==> src/rtl/fptd_iteration_controller.sv <==
// Frame sequencer for the fully-parallel turbo decoder array: load, clear,
// alternating odd/even half-iterations, error-count capture, then completion.
module fptd_iteration_controller #(
    parameter int CW  = 7,
    parameter int FCW = 16
) (
    input  logic           Clock_i,
    input  logic           nReset_i,
    input  logic           Start_i,
    input  logic [CW-1:0]  Num_Half_Iter_i,
    input  logic           Abort_i,
    output logic           Load_Input_o,
    output logic           nClear_o,
    output logic           Enable_Odd_o,
    output logic           Enable_Even_o,
    output logic           Enable_Term_o,
    output logic           Enable_Error_Counter_o,
    output logic           Busy_o,
    output logic           Done_o,
    output logic [CW-1:0]  Half_Iter_Count_o,
    output logic [FCW-1:0] Frame_Count_o
);

    typedef enum logic [2:0] {
        IDLE  = 3'd0,
        LOAD  = 3'd1,
        CLEAR = 3'd2,
        ITER  = 3'd3,
        COUNT = 3'd4,
        DONE  = 3'd5
    } state_t;

    state_t         state_q, state_d;
    logic [CW-1:0]  target_q, target_d;
    logic [CW-1:0]  halfIter_q, halfIter_d;
    logic [FCW-1:0] frames_q, frames_d;

    logic load_q, load_d;
    logic nClear_q, nClear_d;
    logic oddEn_q, oddEn_d;
    logic evenEn_q, evenEn_d;
    logic termEn_q, termEn_d;
    logic errEn_q, errEn_d;
    logic busy_q, busy_d;
    logic done_q, done_d;

    // Outputs are decoded from the next state so every output is a flop.
    always_comb begin
        state_d    = state_q;
        target_d   = target_q;
        halfIter_d = halfIter_q;
        frames_d   = frames_q;

        unique case (state_q)
            IDLE: begin
                if (Start_i && !Abort_i) begin
                    state_d  = LOAD;
                    target_d = (Num_Half_Iter_i == '0) ? CW'(1) : Num_Half_Iter_i;
                end
            end
            LOAD:  state_d = CLEAR;
            CLEAR: state_d = ITER;
            ITER: begin
                if (halfIter_q + CW'(1) == target_q) begin
                    state_d = COUNT;
                end
            end
            COUNT: state_d = DONE;
            DONE:  state_d = IDLE;
            default: state_d = IDLE;
        endcase

        if (state_q != IDLE && Abort_i) begin
            state_d = IDLE;
        end

        if (state_d == CLEAR) begin
            halfIter_d = '0;
        end else if (state_q == ITER && state_d != IDLE) begin
            halfIter_d = halfIter_q + CW'(1);
        end

        if (state_d == DONE) begin
            frames_d = frames_q + FCW'(1);
        end

        load_d   = (state_d == LOAD);
        nClear_d = (state_d != CLEAR);
        termEn_d = (state_d == ITER);
        oddEn_d  = (state_d == ITER) && !halfIter_d[0];
        evenEn_d = (state_d == ITER) && halfIter_d[0];
        errEn_d  = (state_d == COUNT);
        busy_d   = (state_d != IDLE);
        done_d   = (state_d == DONE);
    end

    always_ff @(posedge Clock_i) begin
        if (!nReset_i) begin
            state_q    <= IDLE;
            target_q   <= CW'(1);
            halfIter_q <= '0;
            frames_q   <= '0;
            load_q     <= 1'b0;
            nClear_q   <= 1'b1;
            oddEn_q    <= 1'b0;
            evenEn_q   <= 1'b0;
            termEn_q   <= 1'b0;
            errEn_q    <= 1'b0;
            busy_q     <= 1'b0;
            done_q     <= 1'b0;
        end else begin
            state_q    <= state_d;
            target_q   <= target_d;
            halfIter_q <= halfIter_d;
            frames_q   <= frames_d;
            load_q     <= load_d;
            nClear_q   <= nClear_d;
            oddEn_q    <= oddEn_d;
            evenEn_q   <= evenEn_d;
            termEn_q   <= termEn_d;
            errEn_q    <= errEn_d;
            busy_q     <= busy_d;
            done_q     <= done_d;
        end
    end

    assign Load_Input_o           = load_q;
    assign nClear_o               = nClear_q;
    assign Enable_Odd_o           = oddEn_q;
    assign Enable_Even_o          = evenEn_q;
    assign Enable_Term_o          = termEn_q;
    assign Enable_Error_Counter_o = errEn_q;
    assign Busy_o                 = busy_q;
    assign Done_o                 = done_q;
    assign Half_Iter_Count_o      = halfIter_q;
    assign Frame_Count_o          = frames_q;

endmodule
==> config.mk <==
export PLATFORM = sky130hd
export DESIGN_NAME = fptd_iteration_controller
export DESIGN_NICKNAME = d
export VERILOG_FILES = /design/src/rtl/fptd_iteration_controller.sv
export SDC_FILE = /design/constraint.sdc
export NUM_CORES = 1
export LEC_CHECK = 0
export ABC_AREA = 1
export CAP_MARGIN = 20
export CORE_MARGIN = 1.5
export CORE_UTILIZATION = 48
export CTS_BUF_LIST = sky130_fd_sc_hd__clkbuf_8
export DETAILED_ROUTE_END_ITERATION = 7
export HOLD_SLACK_MARGIN = 0.12
export PLACE_DENSITY = 0.84
export SLEW_MARGIN = 20
export SYNTH_ARGS = -nofsm -noshare
export SYNTH_HDL_FRONTEND = slang
export SYNTH_SLANG_ARGS = --single-unit
==> constraint.sdc <==
create_clock -name Clock_i -period 2.1 [get_ports Clock_i]
set_input_delay 0.315 -clock Clock_i [delete_from_list [all_inputs] [get_ports Clock_i]]
set_output_delay 0.315 -clock Clock_i [all_outputs]
set_load 0.02 [all_outputs]
* Word level (Yosys, flattened, before mapping)
Index checks and enable logic that the tools add are counted.
Cells by class: bitwise logic cells 1, add/sub/neg operators 2, equal/unequal tests 11, reductions and logical operators 13, muxes and demuxes 7
Operator list (number):
- adder 16 x 1 -> 16 bit, second input constant | 1
- case mux 3 bit (5 select lines) | 1
- equality test 3 x 2 -> 1 bit, second input constant | 4
- equality test 3 bit, second input constant | 3
- 2-to-1 mux 3 bit | 3
- adder 7 x 1 -> 7 bit, second input constant | 1
- equality test 7 bit | 1
- logical NOT 7 bit | 1
- 2-to-1 mux 7 bit | 1
- equality test 3 x 1 -> 1 bit, second input constant | 2
- nonzero test 3 bit | 2
- logical AND 1 bit | 5
- logical NOT 3 bit | 1
- != test 3 x 2 -> 1 bit, second input constant | 1
- logical NOT 1 bit | 2
- 2-to-1 mux 1 bit | 2
- AND reduction 2 bit | 1
- OR reduction 2 bit | 1
- inverter 1 bit | 1
Word-level totals: flip-flop bits (word level) 41, bits of input ports 11

* Depth between registers and ports, before layout
Gate-level depths: netlist (run 1).
word-level depth 11, gate-level depth with buffers 18, depth with buffers taken out 18

* Worst setup path after synthesis (run 1)
OpenSTA, ideal clock, no wires.
kind register to register, start register halfIter_q[0] (netlist: Half_Iter_Count_o[0]), end register halfIter_q[1] (netlist: Half_Iter_Count_o[1]), stages on the path, launching flop included 18, data arrival time 2.124 ns, setup time 0.116 ns, required time 1.984 ns, setup slack -0.139 ns, period minus slack after synthesis 2.239 ns, path through dfxtp_1 -> ha_1 -> nand2_2 -> nor2_2 -> nand2_1 -> nand2_1 -> nand2_1 -> nand2_1 -> nand2_1 -> nor2_2 -> nand2_1 -> nand2_2 -> nand2_2 -> nand2_4 -> nand3_4 -> buf_6 -> a21oi_1 -> nor2_1
On the way: word-level cells in the longest chain between the ends 7, elaborated cells between the ends (all ways) 9, classes of those cells add/sub (1); eq/ne (2); mux (3); reduce/logical (3)
Ends and longest elaborated chain:
- start, declared | RTL line 35 | logic [CW-1:0] halfIter_q, halfIter_d;
- start signal, assigned | RTL line 114 | halfIter_q <= halfIter_d;
- adder 7 x 1 -> 7 bit * | RTL line 64, 80
- equality test 7 bit | RTL line 64 | if (halfIter_q + CW'(1) == target_q) begin
- 2-to-1 mux 3 bit | RTL line 64
- case mux 3 bit (5 select lines) | RTL line 54 | unique case (state_q)
- 2-to-1 mux 3 bit | RTL line 73 | if (state_q != IDLE && Abort_i) begin
- equality test 3 x 2 -> 1 bit / nonzero test 3 bit (equally long branches) | RTL line 77, 79
- OR reduction 2 bit (no line) / logical AND 1 bit (equally long branches)
Every way passes the cells marked *; elsewhere a longest branch is shown, timed or not. A chain may end at the register's enable or synchronous reset.

* Final worst setup path (run 1)
start register halfIter_q[1] (netlist: Half_Iter_Count_o[1]), end register halfIter_q[0] (netlist: Half_Iter_Count_o[0])
On the way: word-level cells in the longest chain between the ends 9, elaborated cells between the ends (all ways) 10, classes of those cells add/sub (1); eq/ne (2); mux (5); reduce/logical (2)
Ends and longest elaborated chain:
- adder 7 x 1 -> 7 bit * | RTL line 64
- equality test 7 bit * | RTL line 64
- 2-to-1 mux 3 bit * | RTL line 64
- case mux 3 bit (5 select lines) * | RTL line 54
- 2-to-1 mux 3 bit * | RTL line 73
- nonzero test 3 bit | RTL line 79 | end else if (state_q == ITER && state_d != IDLE) begin
- logical AND 1 bit | RTL line 79
- 2-to-1 mux 1 bit | RTL line 79
- 2-to-1 mux 1 bit * | RTL line 77 | if (state_d == CLEAR) begin
Marked as above.

==> results of run 1 <==
## per-stage QoR
stage	hold WS, ns	setup slack (ns)	cell area (um2)	std cells
floorplan	0.443	0.0121	2150	309
global placement	0.453	0.0498	2680	405
detailed placement	0.465	-0.0184	2680	405
CTS	0.475	0.0174	2810	414
global route	0.497	-0.109	2900	417
finish	0.477	0.0551	2900	417
## worst max-delay path, stage by stage, from the launching register on
cell	delay, ns
dfxtp_2	0.36
ha_4	0.18
nand2_4	0.06
nor2_4	0.09
nand2_1	0.06
nand2_1	0.09
nand2_1	0.07
nand2_1	0.06
nand2_1	0.05
nor2_2	0.13
nand3_2	0.13
nand2_4	0.12
nand2_8	0.09
nand3_4	0.14
nand2_4	0.07
nand2_1	0.06
nand2_1	0.06
nor2_1	0.14
## registers in the layout, summed over array words and instances (netlist names)
name / count
target_q: 7
Enable_Term_o: 1
Enable_Error_Counter_o: 1
Frame_Count_o: 16
Done_o: 1
Enable_Odd_o: 1
Half_Iter_Count_o: 7
Busy_o: 1
state_q: 3
Enable_Even_o: 1
nClear_o: 1
Load_Input_o: 1
## placed cells by master (no fill, tap or decap), types with 3 or more instances in the layout
cell type / netlist / final
nand3_2: 2 / 3
nand2_1: 79 / 78
o21ai_0: 12 / 9
buf_4: 0 / 10
dfxtp_2: 0 / 4
xor2_1: 3 / 3
xnor2_1: 9 / 9
clkbuf_8: 0 / 6
dfxtp_1: 41 / 37
nor3_1: 4 / 4
nand2_4: 2 / 4
a21oi_1: 21 / 19
nand2_2: 5 / 3
o21ai_1: 1 / 4
nor2_2: 3 / 3
nand3_1: 24 / 23
a21oi_2: 5 / 7
clkdlybuf4s50_1: 0 / 41
nor2_1: 43 / 43
inv_1: 32 / 32
## timing repair
action	CTS	global route
resized for setup	2	15
cloned	1	2
buffers inserted	0	1
pin swaps	2	11
endpoints found under the setup margin	13	28
## path summary, 6_finish.rpt
path | startpoint | endpoint | slack, ns | cells past startpoint
setup / recovery | Half_Iter_Count_o[1] | Half_Iter_Count_o[0] | 0.06 | 17
hold / removal | target_q[3] | target_q[3] | 0.48 | 2
setup reg to reg | Half_Iter_Count_o[1] | Half_Iter_Count_o[0] | 0.06 | 17
hold reg to reg | target_q[3] | target_q[3] | 0.48 | 2
## routing by layer
metal | vias to the layer above | wire length, um
li1 | 1092 | -
met1 | 964 | 2120
met2 | 68 | 2550
met3 | 13 | 330
met4 | 0 | 126
met5 | - | 0
## logic make-up (layout without fill, tap and decap cells)
| kind of cell | Yosys count | count (layout) |
|---|---|---|
| and+or+nand+nor | 170 | 172 |
| xor gates and xnor gates | 13 | 13 |
| buffers and inverters | 42 | 96 |
| adders and majority gates | 2 | 2 |
| DFF | 41 | 41 |
| AOI/OAI and AO/OA | 41 | 41 |
## power breakdown
part           total (mW)  switching [mW]  internal, mW
Combinational       0.178          0.0981        0.0804
Sequential          0.800         0.00815         0.792
Clock               0.660           0.277         0.383
## final cells by class
cell class                 count  area (um2)
inverter                      34         128
sequential                    41         826
clock inverter                 2        33.8
fill                         370        1420
multi-input combinational    228        1220
clock buffer                   6        82.6
timing repair buffer          54         551
tap                           52        65.1
==> metrics, run 1 <==
worst hold path class reg -> reg; Die X-Extent 69.9 um; simple-gate share of the synthesized area between 30% and 40%; first-pass iteration count of the detailed router 4; drt total wl around 5100 um; Power Total 1.64 mW; sequential area share after synthesis a little under two fifths; Final period util a little over nine tenths; Pwr Density 564 mW/mm2; Diodes inserted 0; post-DR vias/cell around 5; Post-Syn Area per Cell 6.95 um2; top cells by area, synth dfxtp_1 38%, nand2_1 14%, nor2_1 7.5%; final-stage net count roughly 380; Util after Layout 67.2%; std cell rows 24; Post-Syn Area 0.00215 mm2; hold_buf cts 0; Sink Count 41; Top FF cell, synth dfxtp_1; GR Util met1 23.2%; Max-Cap Viols 0; port buffer count just over 40; count leader, synth nand2_1; Congestion Overflow GR 0; Initial Utilization 49.7%; TritonCTS clock tree done; HPWL after DPL roughly 3600 um; die area between 0.004 and 0.005 mm2; fin crit period 2.04 ns; post-synth top area cell dfxtp_1; fraction of the mapped netlist area in adder cells about 1.2%; largest family of logic cells by synthesized area simple AND/OR/NAND/NOR gates; met3 Track Usage GR 6.06%; Synth top area share 38.2%; FMAX between 0.4 and 0.5 GHz; setup TNS 0 ns; Worst Path Class, Setup reg -> reg; met2 GRT Util 36.8%; CP arrival 2.27 ns; DRC errors left 0; CTS Buf Count 5; first-pass GRT wire length 8150 um; Seq cells post-synth 41; core area 0.00432 mm2; Boundary Pins 42; proportion of layout cells with a drive suffix above 1 14.8%; worst ir drop on vdd 0.400 mV; post-synthesis cell type count 31; H-tree levels 2; post-synthesis compound-gate area fraction 10.7%; status finished, final reports clean; Post-synth EDFFs 0; peak fanout along the critical path 6; XOR/XNOR share of the synthesized area 5.65%; Initial DRC Count 93; syn nets 322; initial antenna violation count 0; Die H 69.9 um; Synth async-reset ratio 0%; GPL Wtd Cong 0.880; clk root buf clkbuf_8; Antenna Nets Post-Route 0; Slew HR 78.0%; Final Hold Viols 0; Startpoint Class flip-flop; largest net degree at the start of global routing 16; mux contribution to synthesized area 0%; Syn Inst Count 309; Total Routing Usage GR 20.6%; vias in the first global route 1896; worst-skew pair later-pin latency 0.30 ns; slew at the pin closest to its max-slew limit 0.330 ns; Warnings, synthesis 0; commonest cells in the netlist 79 x nand2_1, 43 x nor2_1, 41 x dfxtp_1, 32 x inv_1, 24 x nand3_1; Req. time, crit path around 2.3 ns; busiest grt layer met2; final max-slew violation count 0; Finish-stage setup viols 0; maximum clock path buffer count 2; Setup Skew ~0.0075 ns; Setup crit end kind flip-flop; clock transition at the registers of the reported paths about 0.08 ns; unrepaired setup endpoints after global routing true; Routed WL per cell 12.3 um; Leakage Power 1.18 nW; Layout area overhead 35.3%; via count 2137
Power figures use the tool's default switching activity.
==> run 2, diff against run 1 <==
CORE_UTILIZATION = 46   (was 48)
CTS_BUF_LIST = not set   (was sky130_fd_sc_hd__clkbuf_8)
PLACE_DENSITY = 0.81   (was 0.84)
==> run 2 against run 1 <==
Maximum frequency is 5.1% lower; via count is 2.4% higher; the flow now finishes with violations (setup timing); non-clock buffer count is 4 higher; setup slack worse by 0.11 ns; clock skew is 0.0013 ns higher; final area is 2.7% higher; clock-buffer cell count is 2 higher; routed wire length is 6.8% higher; flip-flop and latch count stayed put; largest power group unchanged.
==> metrics, run 2 (synthesized netlist as in run 1, its figures left out) <==
CP arrival approximately 2.4 ns; Die X-Extent between 70 and 80 um; fin crit period 2.16 ns; largest net degree at the start of global routing 19; drt total wl ~5500 um; Layout area overhead 38.9%; crit-path leading delay family simple AND/OR/NAND/NOR gates; Crit-path slowest cell dfxtp_2; worst path buffer plus inverter count 2; DRC errors left 0; final-stage net count about 380; post-DR vias/cell 5.20; Startpoint Class flip-flop; Slew HR 71.3%; final max-slew violation count 0; Initial DRC Count ~110; Worst Path Class, Setup reg -> reg; placed cells ~410; Diodes inserted 0; crit path cell chain buf_4, xnor2_2, xor2_1, nand2_1, nor2_2, nand2_1, nand2_2, nand2_2, nand2_4, nand3_4, clkbuf_16, a21oi_1, nor2_1; highest routed layer met4; vias in the first global route around 2000; worst hold path class reg -> reg; clk root buf clkbuf_8; max reg flops 16; status finished with violations; Post-Layout Cell Count 421; maximum clock path buffer count 2; most frequent cells in the layout 69 x nand2_1, 41 x clkdlybuf4s50_1, 40 x nor2_1; metal3 WL 274 um; GPL Wtd Cong 0.889; Crit path largest cell delay 0.37 ns; clock transition at the registers of the reported paths 0.08 ns; hold_buf cts 0; port buffer count 41; Die H 71.3 um; Routed WL per cell between 10 and 15 um; worst ir drop on vdd 0.271 mV; final worst slack -0.0550 ns; storage element area 831 um2; initial antenna violation count 0; Final Hold Viols 0; first-pass iteration count of the detailed router 4; Sink Count 41; first-pass GRT wire length 8520 um; unrepaired setup endpoints after global routing true; Final period util 103%; leading cell type in the layout, fill and taps excluded nand2_1; Fillers ~380; Util after Layout 67.5%; via count ~2200; failing checks setup timing; proportion of layout cells with a drive suffix above 1 around 21%; slew at the pin closest to its max-slew limit about 0.43 ns; Max-Cap Viols 0; std cell rows 24; worst-skew pair later-pin latency 0.30 ns; TritonCTS clock tree done; Setup crit end kind flip-flop; CTS Buf Count 5; Req. time, crit path 2.30 ns; Total Routing Usage GR 20.7%; Congestion Overflow GR 0; M1 WL 2300 um; core area roughly 0.0044 mm2; Boundary Pins 42; Leakage Power 1.18 nW; Setup Skew slightly below 0.009 ns; H-tree levels 2; Antenna Nets Post-Route 0; Initial Utilization 48.6%; Pwr Density 504 mW/mm2; FMAX 0.464 GHz; peak fanout along the critical path 8; die area 0.00509 mm2; Finish-stage setup viols 14; metal2 WL 2840 um; multi-input gate area in the final layout 0.00130 mm2; HPWL after DPL 3730 um
-- run 2: changes by cell type in the layout (fill, tap and decap cells not counted), moves of 3 or more --
cell / delta
a21oi_1: -4
a21oi_2: +4
buf_4: +4
clkbuf_1: +3
inv_1: -3
nand2_1: -9
nand2_2: +10
nand3_1: -3
nand3_2: +3
nor2_1: -3
-- run 2: path summary, 6_finish.rpt --
path,endpoint,cells past startpoint,slack [ns],start
worst max register to register,Half_Iter_Count_o[4],13,-0.06,Half_Iter_Count_o[2]
worst min-delay path,target_q[3],2,0.48,target_q[3]
worst max-delay path,Half_Iter_Count_o[4],13,-0.06,Half_Iter_Count_o[2]
worst min register to register,target_q[3],2,0.48,target_q[3]
-- run 2: timing repair --
item / CTS / global route
setup buffers: 0 / 4
cloned: 0 / 3
resized for setup: 3 / 39
setup endpoints to repair: 24 / 28
pin swaps: 1 / 23
-- run 2: stage by stage --
stage	setup TNS [ns]	instance area, um2	setup slack, ns	power [mW]	hold WS (ns)
floorplan	0	2150	0.0121	0.913	0.443
global placement	0	2690	0.0405	0.972	0.456
detailed placement	-0.120	2690	-0.0200	0.974	0.469
CTS	-0.0317	2770	-0.0104	1.47	0.480
global route	-3.80	2980	-0.202	1.56	0.505
finish	-0.406	2980	-0.0550	1.50	0.482
-- run 2: routing by layer --
layer	up-vias	global-route usage, %
li1	1103	-
met1	1019	23.4
met5	-	0
met4	0	6.92
met3	10	5.49
met2	56	37.6
-- run 2: worst min-delay path, delay by kind of cell (launching register included) --
| family | cells | cell delay [ns] |
|---|---|---|
| compound gates | 1 | 0.05 |
| buf+inv | 1 | 0.07 |
| flops | 1 | 0.32 |
-- run 2: area by class of cell --
cell class	count	share of cell area (%)
sequential	41	27.9
tap	52	2.18
multi-input combinational	228	43.5
clock buffer	8	2.69
timing repair buffer	58	19.5
inverter	34	4.28
-- run 2: power by group --
part	leakage [nW]	switching, mW	total, mW	internal [mW]
clock	0.0395	0.269	0.505	0.236
combinational	0.801	0.111	0.199	0.0880
sequential	0.335	0.00833	0.798	0.789
total	1.18	0.388	1.50	1.11
==> run 3, diff against run 2 <==
CTS_BUF_LIST = sky130_fd_sc_hd__clkbuf_4 sky130_fd_sc_hd__clkbuf_8 sky130_fd_sc_hd__clkbuf_16   (was not set)
GPL_TIMING_DRIVEN = 0   (was not set)
==> run 3 against run 2 <==
The flow still finishes with violations (setup timing); die area did not move; global-route usage grew 0.24 points; critical path depth grew 4; core utilization grew 0.82 points; sequential share of layout area is 0.42 points lower.
==> metrics, run 3 (synthesized netlist as in run 1, its figures left out) <==
status finished with violations; failing checks setup timing; Worst Path Class, Setup reg -> reg; FMAX about 0.47 GHz; worst path buffer plus inverter count 1; final max-slew violation count 0; maximum clock path buffer count 2; TritonCTS clock tree done; worst ir drop on vdd 0.334 mV; clock transition at the registers of the reported paths roughly 0.08 ns; Setup Skew 0.00850 ns; Boundary Pins 42; CP dominant cell by count nand2_1; fin crit period 2.11 ns; worst hold path class reg -> reg; final-stage net count 385; first-pass GRT wire length 8420 um; Startpoint Class flip-flop; Layout area overhead 40.6%; first-pass iteration count of the detailed router 4; Power Total about 1.5 mW; slew at the pin closest to its max-slew limit 0.569 ns; CTS Buf Count 5; core area between 0.004 and 0.005 mm2; H-tree levels 2; Slew HR 61.8%; hold_buf cts 0; via count about 2200; Req. time, crit path around 2.3 ns; Max-Cap Viols 0; Final period util 101%; placed cells 402; Congestion Overflow GR 0; port buffer count between 40 and 50; Post-Layout Cell Count 425; Fillers between 300 and 400; Pwr Density roughly 510 mW/mm2; Die X-Extent 71.3 um; Diodes inserted 0; Routed WL per cell 13.3 um; crit path cell chain ha_4, nand2_4, nor2_4, nand2_1, nand2_1, nand2_1, nand2_1, nand2_1, nor2_2, nand2_1, nand2_2, nand2_2, nand2_4, nand3_4, buf_6, a21oi_1, nor2_1; leading cell type in the layout, fill and taps excluded nand2_1; Finish-stage setup viols 6; Total Routing Usage GR 20.9%; max reg flops 16; hold path startpoint target_q[1]; Antenna Nets Post-Route 0; r2r endpoint Half_Iter_Count_o[3]; crit-path leading delay family simple AND/OR/NAND/NOR gates; GPL Wtd Cong 0.894; Util after Layout 68.4%; die area 0.00509 mm2; worst reg2reg path startpoint Half_Iter_Count_o[0]; hold endpoint target_q[1]; CP arrival 2.31 ns; worst reg-to-reg setup slack -0.01 ns; most frequent cells in the layout 68 x nand2_1, 42 x nor2_1, 41 x clkdlybuf4s50_1; Initial DRC Count 125; final hold slack 0.478 ns; WHS Path Cells 2; largest net degree at the start of global routing 13; initial antenna violation count 0; Initial Utilization 48.6%; Sink Count 41; Crit path largest cell delay 0.38 ns; clk root buf clkbuf_8; post-DR vias/cell ~5.2; DRC errors left 0; vias in the first global route 1891; Final Hold Viols 0; Crit-path slowest cell dfxtp_4; Setup crit end kind flip-flop; Reg2Reg Depth 17; peak fanout along the critical path 10; drt total wl 5670 um; final worst slack -0.0115 ns; std cell rows 24; Leakage Power 1.23 nW; proportion of layout cells with a drive suffix above 1 21.4%; unrepaired setup endpoints after global routing true; Die H a little over 70 um; worst-skew pair later-pin latency 0.30 ns; HPWL after DPL 3580 um
==> run 3: cell count changes in the layout (fill, tap and decap cells not counted), moves of 2 or more <==
cell      change
buf_4         -5
nand3_2       +2
nand2_4       +2
nand3_1       -2
o21ai_0       +2
clkbuf_8      +2
o21ai_1       -2
nor2_1        +2
dfxtp_1       +2
nor2_4        -2
buf_6         +9
nor2_2        -2
dfxtp_2       -2
==> run 3: cell type report <==
class / instances / area [um2] / area share, %
tap: 52 / 65.1 / 2.16
timing repair buffer: 56 / 554 / 18.4
clock inverter: 1 / 5.00 / 0.166
buffer: 8 / 60.1 / 1.99
clock buffer: 7 / 96.3 / 3.19
inverter: 34 / 128 / 4.23
multi-input combinational: 226 / 1280 / 42.5
sequential: 41 / 828 / 27.4
==> run 3: how the worst max path moves through the flow <==
stage	start	end	slack, ns	cells past startpoint
floorplan	Half_Iter_Count_o[0]	Half_Iter_Count_o[1]	0.01	17
global placement	Half_Iter_Count_o[0]	Frame_Count_o[15]	-0.19	15
detailed placement	Half_Iter_Count_o[0]	Frame_Count_o[8]	-0.28	16
CTS	Half_Iter_Count_o[1]	Half_Iter_Count_o[3]	0.0007	17
global route	Half_Iter_Count_o[0]	Half_Iter_Count_o[1]	-0.19	17
finish	Half_Iter_Count_o[0]	Half_Iter_Count_o[3]	-0.01	17
==> run 3: tightest hold or removal path: cells and delay by family, from the launching register on <==
family          cells  cell delay (ns)
compound gates      1             0.06
buf+inv             1             0.06
flops               1             0.32
==> run 3: stage by stage <==
| stage | setup TNS [ns] | setup WS, ns | cell area (um2) |
|---|---|---|---|
| after floorplan | 0 | 0.0121 | 2150 |
| after global placement | -2.72 | -0.189 | 2630 |
| after detailed placement | -4.17 | -0.282 | 2630 |
| after CTS | 0 | 0.000667 | 2780 |
| after global routing | -3.49 | -0.187 | 3020 |
| final | -0.0437 | -0.0115 | 3020 |
==> run 3: report_power, final <==
part / total (mW) / internal, mW / leakage (nW) / switching, mW
Combinational: 0.171 / 0.0705 / 0.838 / 0.100
Sequential: 0.798 / 0.789 / 0.334 / 0.00874
Clock: 0.576 / 0.297 / 0.0542 / 0.279
==> run 3: what timing repair did <==
item / 4_1_cts / 5_1_grt
endpoints found under the setup margin: 28 / 28
buffers inserted: 3 / 10
resized for setup: 8 / 40
cloned: 0 / 2
pin swaps: 1 / 13
==> run 3: metal layers <==
layer / vias up / wire length, um / track usage [%]
li1: 1108 / - / -
met1: 1024 / 2240 / 24.8
met2: 72 / 3050 / 37.2
met3: 4 / 361 / 5.20
met4: 0 / 18 / 6.29
met5: - / 0 / 0
